<file path="config.mk">
export PLATFORM = sky130hd
export DESIGN_NAME = bus_controller
export DESIGN_NICKNAME = d
export VERILOG_FILES = /design/src/rtl/bus_controller.sv
export SDC_FILE = /design/constraint.sdc
export NUM_CORES = 1
export LEC_CHECK = 0
export CAP_MARGIN = 5
export CORE_ASPECT_RATIO = 1.1
export CORE_MARGIN = 1.5
export CORE_UTILIZATION = 36
export DETAILED_ROUTE_END_ITERATION = 6
export GPL_TIMING_DRIVEN = 0
export HOLD_SLACK_MARGIN = 0.12
export PLACE_DENSITY_LB_ADDON = 0.08
export SKIP_CTS_REPAIR_TIMING = 1
export SYNTH_ARGS = -nofsm -noshare
export SYNTH_HDL_FRONTEND = slang
export SYNTH_SLANG_ARGS = --single-unit
</file>
<file path="constraint.sdc">
create_clock -name clk -period 2.3 [get_ports clk]
set_input_delay 0.345 -clock clk [delete_from_list [all_inputs] [get_ports clk]]
set_output_delay 0.345 -clock clk [all_outputs]
set_load 0.05 [all_outputs]
</file>
<file path="src/rtl/bus_controller.sv">
// Routes single CPU transactions to a RAM or IO slave with address decode,
// a registered handshake and a per-transaction timeout that ends in busError.
module bus_controller #(
  parameter logic [31:0] RAM_BASE       = 32'h0000_0000,
  parameter logic [31:0] RAM_MASK       = 32'hF000_0000,
  parameter logic [31:0] IO_BASE        = 32'hF000_0000,
  parameter logic [31:0] IO_MASK        = 32'hF000_0000,
  parameter int unsigned TIMEOUT_CYCLES = 255
) (
  input  logic        clk,
  input  logic        reset,
  input  logic [31:0] cpuAddress,
  input  logic [31:0] cpuDataIn,
  output logic [31:0] cpuDataOut,
  input  logic        cpuValid,
  input  logic        cpuInstr,
  input  logic        cpuWriteEnable,
  output logic        cpuReady,
  output logic        busError,
  output logic [31:0] ramAddress,
  output logic [31:0] ioAddress,
  output logic [31:0] ramDataOut,
  output logic [31:0] ioDataOut,
  input  logic [31:0] ramDataIn,
  input  logic [31:0] ioDataIn,
  output logic        ramValid,
  output logic        ioValid,
  output logic        ramWriteEnable,
  output logic        ioWriteEnable,
  input  logic        ramReady,
  input  logic        ioReady
);
  typedef enum logic [1:0] {IDLE, ACCESS, FAULT, DONE} state_t;

  localparam logic [16:0] TMO = 17'(TIMEOUT_CYCLES);

  state_t      state_q, state_d;
  logic [31:0] addr_q, addr_d, wdata_q, wdata_d, rdata_q, rdata_d;
  logic        we_q, we_d, sel_io_q, sel_io_d, err_q, err_d;
  logic [15:0] cnt_q, cnt_d;
  logic        ram_hit, io_hit, slv_ready;
  logic [31:0] slv_rdata;

  assign ram_hit   = (cpuAddress & RAM_MASK) == RAM_BASE;
  assign io_hit    = (cpuAddress & IO_MASK) == IO_BASE;
  assign slv_ready = sel_io_q ? ioReady : ramReady;
  assign slv_rdata = sel_io_q ? ioDataIn : ramDataIn;

  always_comb begin
    state_d  = state_q;
    addr_d   = addr_q;
    wdata_d  = wdata_q;
    rdata_d  = rdata_q;
    we_d     = we_q;
    sel_io_d = sel_io_q;
    err_d    = err_q;
    cnt_d    = cnt_q;
    case (state_q)
      IDLE: begin
        cnt_d = '0;
        err_d = 1'b0;
        if (cpuValid) begin
          addr_d  = cpuAddress;
          wdata_d = cpuDataIn;
          we_d    = cpuWriteEnable;
          // RAM wins when both regions match; IO rejects instruction fetches
          if (cpuInstr && cpuWriteEnable) begin
            state_d = FAULT;
          end else if (ram_hit) begin
            sel_io_d = 1'b0;
            state_d  = ACCESS;
          end else if (io_hit && !cpuInstr) begin
            sel_io_d = 1'b1;
            state_d  = ACCESS;
          end else begin
            state_d = FAULT;
          end
        end
      end
      ACCESS: begin
        // ready on the final allowed cycle is still a success
        if (slv_ready) begin
          rdata_d = we_q ? 32'h0 : slv_rdata;
          state_d = DONE;
        end else if ({1'b0, cnt_q} + 17'd1 >= TMO) begin
          rdata_d = 32'h0;
          err_d   = 1'b1;
          state_d = DONE;
        end else begin
          cnt_d = cnt_q + 16'd1;
        end
      end
      FAULT: begin
        rdata_d = 32'h0;
        err_d   = 1'b1;
        state_d = DONE;
      end
      DONE: begin
        cnt_d   = '0;
        err_d   = 1'b0;
        state_d = IDLE;
      end
      default: state_d = IDLE;
    endcase
  end

  always_ff @(posedge clk) begin
    if (reset) begin
      state_q  <= IDLE;
      addr_q   <= '0;
      wdata_q  <= '0;
      rdata_q  <= '0;
      we_q     <= 1'b0;
      sel_io_q <= 1'b0;
      err_q    <= 1'b0;
      cnt_q    <= '0;
    end else begin
      state_q  <= state_d;
      addr_q   <= addr_d;
      wdata_q  <= wdata_d;
      rdata_q  <= rdata_d;
      we_q     <= we_d;
      sel_io_q <= sel_io_d;
      err_q    <= err_d;
      cnt_q    <= cnt_d;
    end
  end

  assign ramValid       = (state_q == ACCESS) && !sel_io_q;
  assign ioValid        = (state_q == ACCESS) && sel_io_q;
  assign ramWriteEnable = ramValid && we_q;
  assign ioWriteEnable  = ioValid && we_q;
  assign ramAddress     = addr_q;
  assign ioAddress      = addr_q;
  assign ramDataOut     = wdata_q;
  assign ioDataOut      = wdata_q;
  assign cpuReady       = (state_q == DONE);
  assign busError       = cpuReady && err_q;
  assign cpuDataOut     = rdata_q;
endmodule

</file>
# --- Word level (Yosys, flattened, before mapping) ---
# Index checks and enable logic that the tools add are counted.
# Widths: inputs -> output; s select.
totals:
  register_bits: 117
  output_inout_bits: 166
  word_cells: 63
op_classes:
  bitwise_logic: 1
  n_lt_le_gt_ge: 1
  mux: 21
  n_reduce_logical: 21
  addsub: 2
  eq_ne: 9
ops:
  columns: ["op", "n"]
  rows:
  - ["$mux 32", 4]
  - ["$pmux 32 s2", 1]
  - ["$logic_not 32->1", 1]
  - ["$mux 16", 2]
  - ["$pmux 16 s2", 1]
  - ["$add 16x1->17 const B", 1]
  - ["$ge 17x8->1 const B", 1]
  - ["$add 16x1->16 const B", 1]
  - ["$mux 2", 6]
  - ["$ne 2x2->1 const B", 4]
  - ["$pmux 2 s4", 1]
  - ["$reduce_and 2->1", 4]
  - ["$logic_and 1x1->1", 7]
  - ["$reduce_bool 2->1", 3]
  - ["$mux 1", 5]
  - ["$eq 2x2->1 const B", 2]
  - ["$eq 4x4->1 const B", 1]
  - ["$reduce_and 4->1", 1]
  - ["$ne 3x3->1 const B", 1]
  - ["$pmux 1 s3", 1]
  - ["$reduce_and 3->1", 1]
  - ["$eq 2x1->1 const B", 1]
  - ["$logic_not 1->1", 2]
  - ["$logic_not 2->1", 1]
  - ["other kinds (2)", 2]

# --- Logic depth before layout (Yosys ltp) ---
depth:
  ltp_word: 7
  depth_mapped: 9

# --- Worst setup path after synthesis ---
# Ideal clock, no wire load.
synth_path:
  path_kind: "reg2out"
  start: "register state_q[1]"
  end: "output ramWriteEnable"
  t_required_ps: 1955
  path_slack_ps: 34
  stages_incl_launch_ff: 5
  arrival_time_ps: 1921
  path_cell_list: "dfxtp_1 inv_1 ha_1 nor2b_1 and2_1"
synth_via:
  elab_chain_len: 3
synth_lines:
  columns: ["item", "line", "source"]
  rows:
  - ["from (decl)", "37", "state_t state_q, state_d;"]
  - ["from (signal assigned)", "118", "state_q <= state_d;"]
  - ["$eq 2x1->1", "129", "assign ramValid = (state_q == ACCESS) && !sel_io_q;"]
  - ["$logic_and 1x1->1", "129", null]
  - ["via ramValid", "26", "output logic ramValid,"]
  - ["$logic_and 1x1->1", "131", "assign ramWriteEnable = ramValid && we_q;"]
  - ["to (decl)", "28", "output logic ramWriteEnable,"]
# The timed path passes the listed nets, and every way through them passes these cells.

# --- Worst setup path in the final report ---
layout_path:
  start: "register cnt_q[0]"
  end: "register rdata_q[24], in the netlist cpuDataOut[24]"
layout_via:
  elab_chain_len: 4
layout_lines:
  columns: ["item", "line", "source"]
  rows:
  - ["from (decl)", "40", "logic [15:0] cnt_q, cnt_d;"]
  - ["from (signal assigned)", "125", "cnt_q <= cnt_d;"]
  - ["$add 16x1->17", "85", "end else if ({1'b0, cnt_q} + 17'd1 >= TMO) begin"]
  - ["$ge 17x8->1", "85", null]
  - ["$ne 3x3->1 (no source line)", null, null]
  - ["$reduce_and 2->1 (no source line)", null, null]
  - ["to (signal assigned)", "121", "rdata_q <= rdata_d;"]
  - ["to (decl)", "38", "logic [31:0] addr_q, addr_d, wdata_q, wdata_d, rdata_q, rdata_d;"]
# Every way passes these cells.
# A chain may end at the register's enable or synchronous reset.

==> metrics.log <==
INFO  metric detailedPlacementHpwl = around 14 mm
INFO  metric critPathKind = flip-flop to flip-flop
INFO  metric netlist_area = between 5000 and 6000 µm²
INFO  metric die_h = 134.9 µm
INFO  metric max-cap-violations = 0
INFO  metric postSynth.asyncResetShare = 0%
INFO  metric worstHoldStart = reset
INFO  metric power_leakage = 3.696 nW
INFO  metric syn-instance-count = 642
INFO  metric clk_pin_slew_worst_paths = roughly 0.050 ns
INFO  metric worst_hold_path.endpoint = err_q
INFO  metric arrival = about 2.6 ns
INFO  metric ys_top_cells_by_area = sky130_fd_sc_hd__dfxtp_1, sky130_fd_sc_hd__nand2_1, sky130_fd_sc_hd__buf_4
INFO  metric core.rowCount = between 40 and 50
INFO  metric num-fill-cells = about 1400
INFO  metric power_density = between 1000 and 1500 nW/µm²
INFO  metric cts-root-to-sink-buffers = 2
INFO  metric cts-buffers-inserted = 17
INFO  metric timing.critical_path.from_type = flip-flop
INFO  metric synth_top_cell_by_area = sky130_fd_sc_hd__dfxtp_1
INFO  metric finalWeightedCongestion = roughly 0.73
INFO  metric yosys.area_share.xor_xnor = less than 1%
INFO  metric worst_r2r_endpoint = cpuDataOut[24]
INFO  metric grt_overflow_total = 0
INFO  metric worst_ep_required_time = between 2 and 3 ns
INFO  metric wire_per_inst = about 15 µm
INFO  metric grt_setup_unrepaired = yes
INFO  metric wl_met2 = ~9.4 mm
INFO  metric timing.final.crit_share = between 90% and 100%
INFO  metric detail_route.wirelength = 18.23 mm
INFO  metric final_critical_period = ~2.3 ns
INFO  metric m1WireLength = around 7.0 mm
INFO  metric grt_first_pass_wirelength = approximately 27 mm
INFO  metric maxSlewHeadroom = 46.78%
INFO  metric vias_per_cell = about 4.6
INFO  metric area_of_combinational_cells_with_multiple_inputs = ~2700 µm²
INFO  metric rr_worst_depth = 9
INFO  metric die-width = 122.9 µm
INFO  metric grt_start_max_net_pins = 17
INFO  metric met3_wirelength = ~1.6 mm
INFO  metric setup.reg_to_reg.worst_slack = between 0.0003 and 0.0004 ns
INFO  metric core_area = between 15000 and 20000 µm²
INFO  metric fin_skew = ~0.006 ns
INFO  metric switchingPower = around 4.5 mW
INFO  metric synth-edff-count = 0
INFO  metric worst_r2r_startpoint = cnt_q[0]
INFO  metric final_antenna_net_count = 0
INFO  metric totalNegativeSetupSlack = 0 ns
INFO  metric synth_mux_area_share = 6.813%
INFO  metric grt_pass1_vias = a little over 5000
INFO  metric routed.top_layer = met4
INFO  metric detailedRoute.firstPassIterationCount = 4
INFO  metric cts.root.buffer_cell = sky130_fd_sc_hd__clkbuf_16
INFO  metric nature_of_the_critical_path_endpoint = flip-flop
INFO  metric outcome = complete, no violations
INFO  metric post_synth_and_or_nand_nor_area_fraction = between 10% and 20%
INFO  metric final-seq-area = roughly 2400 µm²
INFO  metric global_route.usage.total = around a fifth
INFO  metric drive_above_1_share = approximately a fifth
INFO  metric mappedNetlistNets = about 800
INFO  metric sequentialPowerShare = around a quarter
INFO  metric synth_seq_area_share = 41.14%
INFO  metric design.die.area = 16580 µm²
INFO  metric tightest_slew = between 0.7 and 0.8 ns
INFO  metric ys_types = 50
INFO  metric antenna_cells = 0
INFO  metric totalPowerFinal = between 10 and 15 mW
INFO  metric cts_tree = done
INFO  metric synth-adder-area-share = between 1.5 and 2%
INFO  metric hold_violations = 0
INFO  metric p_int = between 6 and 7 mW
INFO  metric synth_compound_area_share = a little under a fifth
INFO  metric area_growth_synth_to_finish = 72.81%
INFO  metric fmax = 434.9 MHz
INFO  metric initial_utilization = between 30% and 40%
INFO  metric worst_hold_path_type = input port to flip-flop
INFO  metric crit_fanout = 7
INFO  metric postSynth.topFlopCell = sky130_fd_sc_hd__dfxtp_1
INFO  metric share_of_power_burned_in_the_clock_network = around 23%
INFO  metric drt-initial-drc-count = roughly 240
INFO  metric top_area_cell_type_share_of_the_netlist_area = between 40 and 50%
INFO  metric total_of_buffers_placed_on_input_and_output_ports = between 200 and 300
INFO  metric netSwitchingFraction = 42.26%
INFO  metric io-pin-count = 301
INFO  metric drv_slew = 0
INFO  metric cts_h_tree_lvls = 4
INFO  metric yosys_register_bits = around 120
INFO  metric largest_family_of_logic_cells_by_synthesized_area = compound AO/OA/AOI/OAI gates
INFO  metric finalNetCount = around 1100
INFO  metric worst_ir_drop_vdd = roughly 0.55 mV
INFO  metric syn_area_per_cell = around 8.9 µm²
INFO  metric detail_route.drc_violations = 0
INFO  metric synthesis.yosys.warnings = 0
INFO  metric hold-path-cell-count = 3
INFO  metric clkSinkCount = roughly 120
INFO  metric comb_power_share = between 50% and 60%
INFO  metric vias = between 5000 and 6000
INFO  metric antenna_violations_before_repair = 0
INFO  metric clkLatencyLatePin = 0.41 ns
INFO  metric setup-violations-final = 0
-- power by group through the flow --
| stage | Sequential, mW | Clock [mW] | Combinational, mW |
|---|---|---|---|
| after CTS | 2.61 | 2.54 | 5.16 |
| after floorplan | 3.68 | 0 | 2.44 |
| final | 2.61 | 2.49 | 5.63 |
| after global placement | 2.64 | 0 | 5.12 |
| after global routing | 2.65 | 2.66 | 5.95 |
| after detailed placement | 2.65 | 0 | 5.14 |
-- layout make-up --
type / count / area share [%]
sequential: 117 / 24.19
inverter: 41 / 1.564
timing repair buffer: 312 / 32.05
multi-input combinational: 381 / 27.22
buffer: 101 / 6.842
clock buffer: 21 / 4.477
tap: 200 / 2.544
clock inverter: 11 / 1.119
-- critical path, stage by stage, from the launching register on --
cell and delay (ns):
sky130_fd_sc_hd__dfxtp_4 0.40, sky130_fd_sc_hd__ha_4 0.17, sky130_fd_sc_hd__nand3_4 0.14, sky130_fd_sc_hd__or3_4 0.37, sky130_fd_sc_hd__a2111oi_4 0.41, sky130_fd_sc_hd__nor4_4 0.10, sky130_fd_sc_hd__a21boi_4 0.19, sky130_fd_sc_hd__buf_12 0.16
sky130_fd_sc_hd__clkbuf_16 0.15, sky130_fd_sc_hd__o32ai_2 0.07
-- worst max path at each step --
stage / startpoint / cells past startpoint / to / slack [ns]
after detailed placement: sel_io_q / 4 / ioWriteEnable / -0.52
final: cnt_q[0] / 9 / cpuDataOut[24] / 0.0004
after CTS: sel_io_q / 4 / ioWriteEnable / -0.98
after global placement: sel_io_q / 4 / ioWriteEnable / -0.54
after global routing: cnt_q[1] / 9 / cpuDataOut[24] / -0.1
after floorplan: state_q[1] / 4 / ramWriteEnable / 0.03
-- cells in the mapped netlist, drive strengths merged (2+ instances only) --
| cell | n |
|---|---|
| nand2 | 138 |
| dfxtp | 117 |
| buf | 73 |
| a21oi | 67 |
| inv | 41 |
| mux2i | 35 |
| o32ai | 32 |
| clkbuf | 30 |
| nor2 | 16 |
| and3 | 8 |
| nand3 | 8 |
| ha | 7 |
| o21ai | 7 |
| and2 | 6 |
| nor2b | 6 |
| nand4 | 5 |
| nor3 | 5 |
| nor4 | 5 |
| o2111ai | 5 |
| xor2 | 4 |
| a21o | 3 |
| mux2 | 3 |
| or3 | 3 |
| a2111oi | 2 |
| a21boi | 2 |
| a31oi | 2 |
| nand2b | 2 |
| xnor2 | 2 |
-- registers in the layout, summed over array words and instances (netlist names) --
name	cells
we_q	1
ioDataOut	32
err_q	1
cnt_q	16
cpuDataOut	32
ioAddress	32
sel_io_q	1
state_q	2
-- cells in the final DEF, fill, tap and decap left out, types with 3 or more instances in the layout --
cell type	n
sky130_fd_sc_hd__a21o_1	3
sky130_fd_sc_hd__a21oi_1	67
sky130_fd_sc_hd__and2_1	6
sky130_fd_sc_hd__and3_1	8
sky130_fd_sc_hd__buf_1	3
sky130_fd_sc_hd__buf_12	3
sky130_fd_sc_hd__buf_2	3
sky130_fd_sc_hd__buf_4	72
sky130_fd_sc_hd__clkbuf_1	29
sky130_fd_sc_hd__clkbuf_16	20
sky130_fd_sc_hd__clkbuf_2	5
sky130_fd_sc_hd__clkdlybuf4s50_1	294
sky130_fd_sc_hd__clkinv_2	7
sky130_fd_sc_hd__dfxtp_1	101
sky130_fd_sc_hd__dfxtp_2	9
sky130_fd_sc_hd__dfxtp_4	7
sky130_fd_sc_hd__ha_1	6
sky130_fd_sc_hd__inv_1	41
sky130_fd_sc_hd__mux2i_1	35
sky130_fd_sc_hd__nand2_1	137
sky130_fd_sc_hd__nand3_1	6
sky130_fd_sc_hd__nand4_1	3
sky130_fd_sc_hd__nor2_1	16
sky130_fd_sc_hd__nor2b_1	6
sky130_fd_sc_hd__nor3_1	3
sky130_fd_sc_hd__nor4_4	3
sky130_fd_sc_hd__o2111ai_1	5
sky130_fd_sc_hd__o21ai_1	5
sky130_fd_sc_hd__o32ai_2	30
sky130_fd_sc_hd__xor2_1	3
-- kinds of logic after synthesis --
family | count (synthesis)
flops | 117
xor+xnor | 6
fa+ha+maj | 7
compound gates | 126
mux | 38
buf+inv | 144
simple gates | 204
-- layer usage --
| layer | GRT usage (%) | vias to the layer above |
|---|---|---|
| met5 | 0 | - |
| met4 | 6.331 | 0 |
| met3 | 7.981 | 17 |
| met2 | 37.31 | 196 |
| met1 | 23.27 | 2450 |
| li1 | - | 2761 |
-- through the flow --
step	utilization [%]	hold slack [ns]	cells	instance area (µm²)	setup WS, ns
after floorplan	-	0.4539	642	5693	0.03421
after global placement	57.45	0.4580	1141	8936	-0.5355
after detailed placement	57.45	0.4594	1141	8936	-0.5245
after CTS	60.99	0.3783	1173	9487	-0.9755
after global routing	63.25	0.4295	1184	9838	-0.09830
final	63.25	0.3675	1184	9838	0.0003679
No activity file was read; power rests on OpenSTA's default activity.
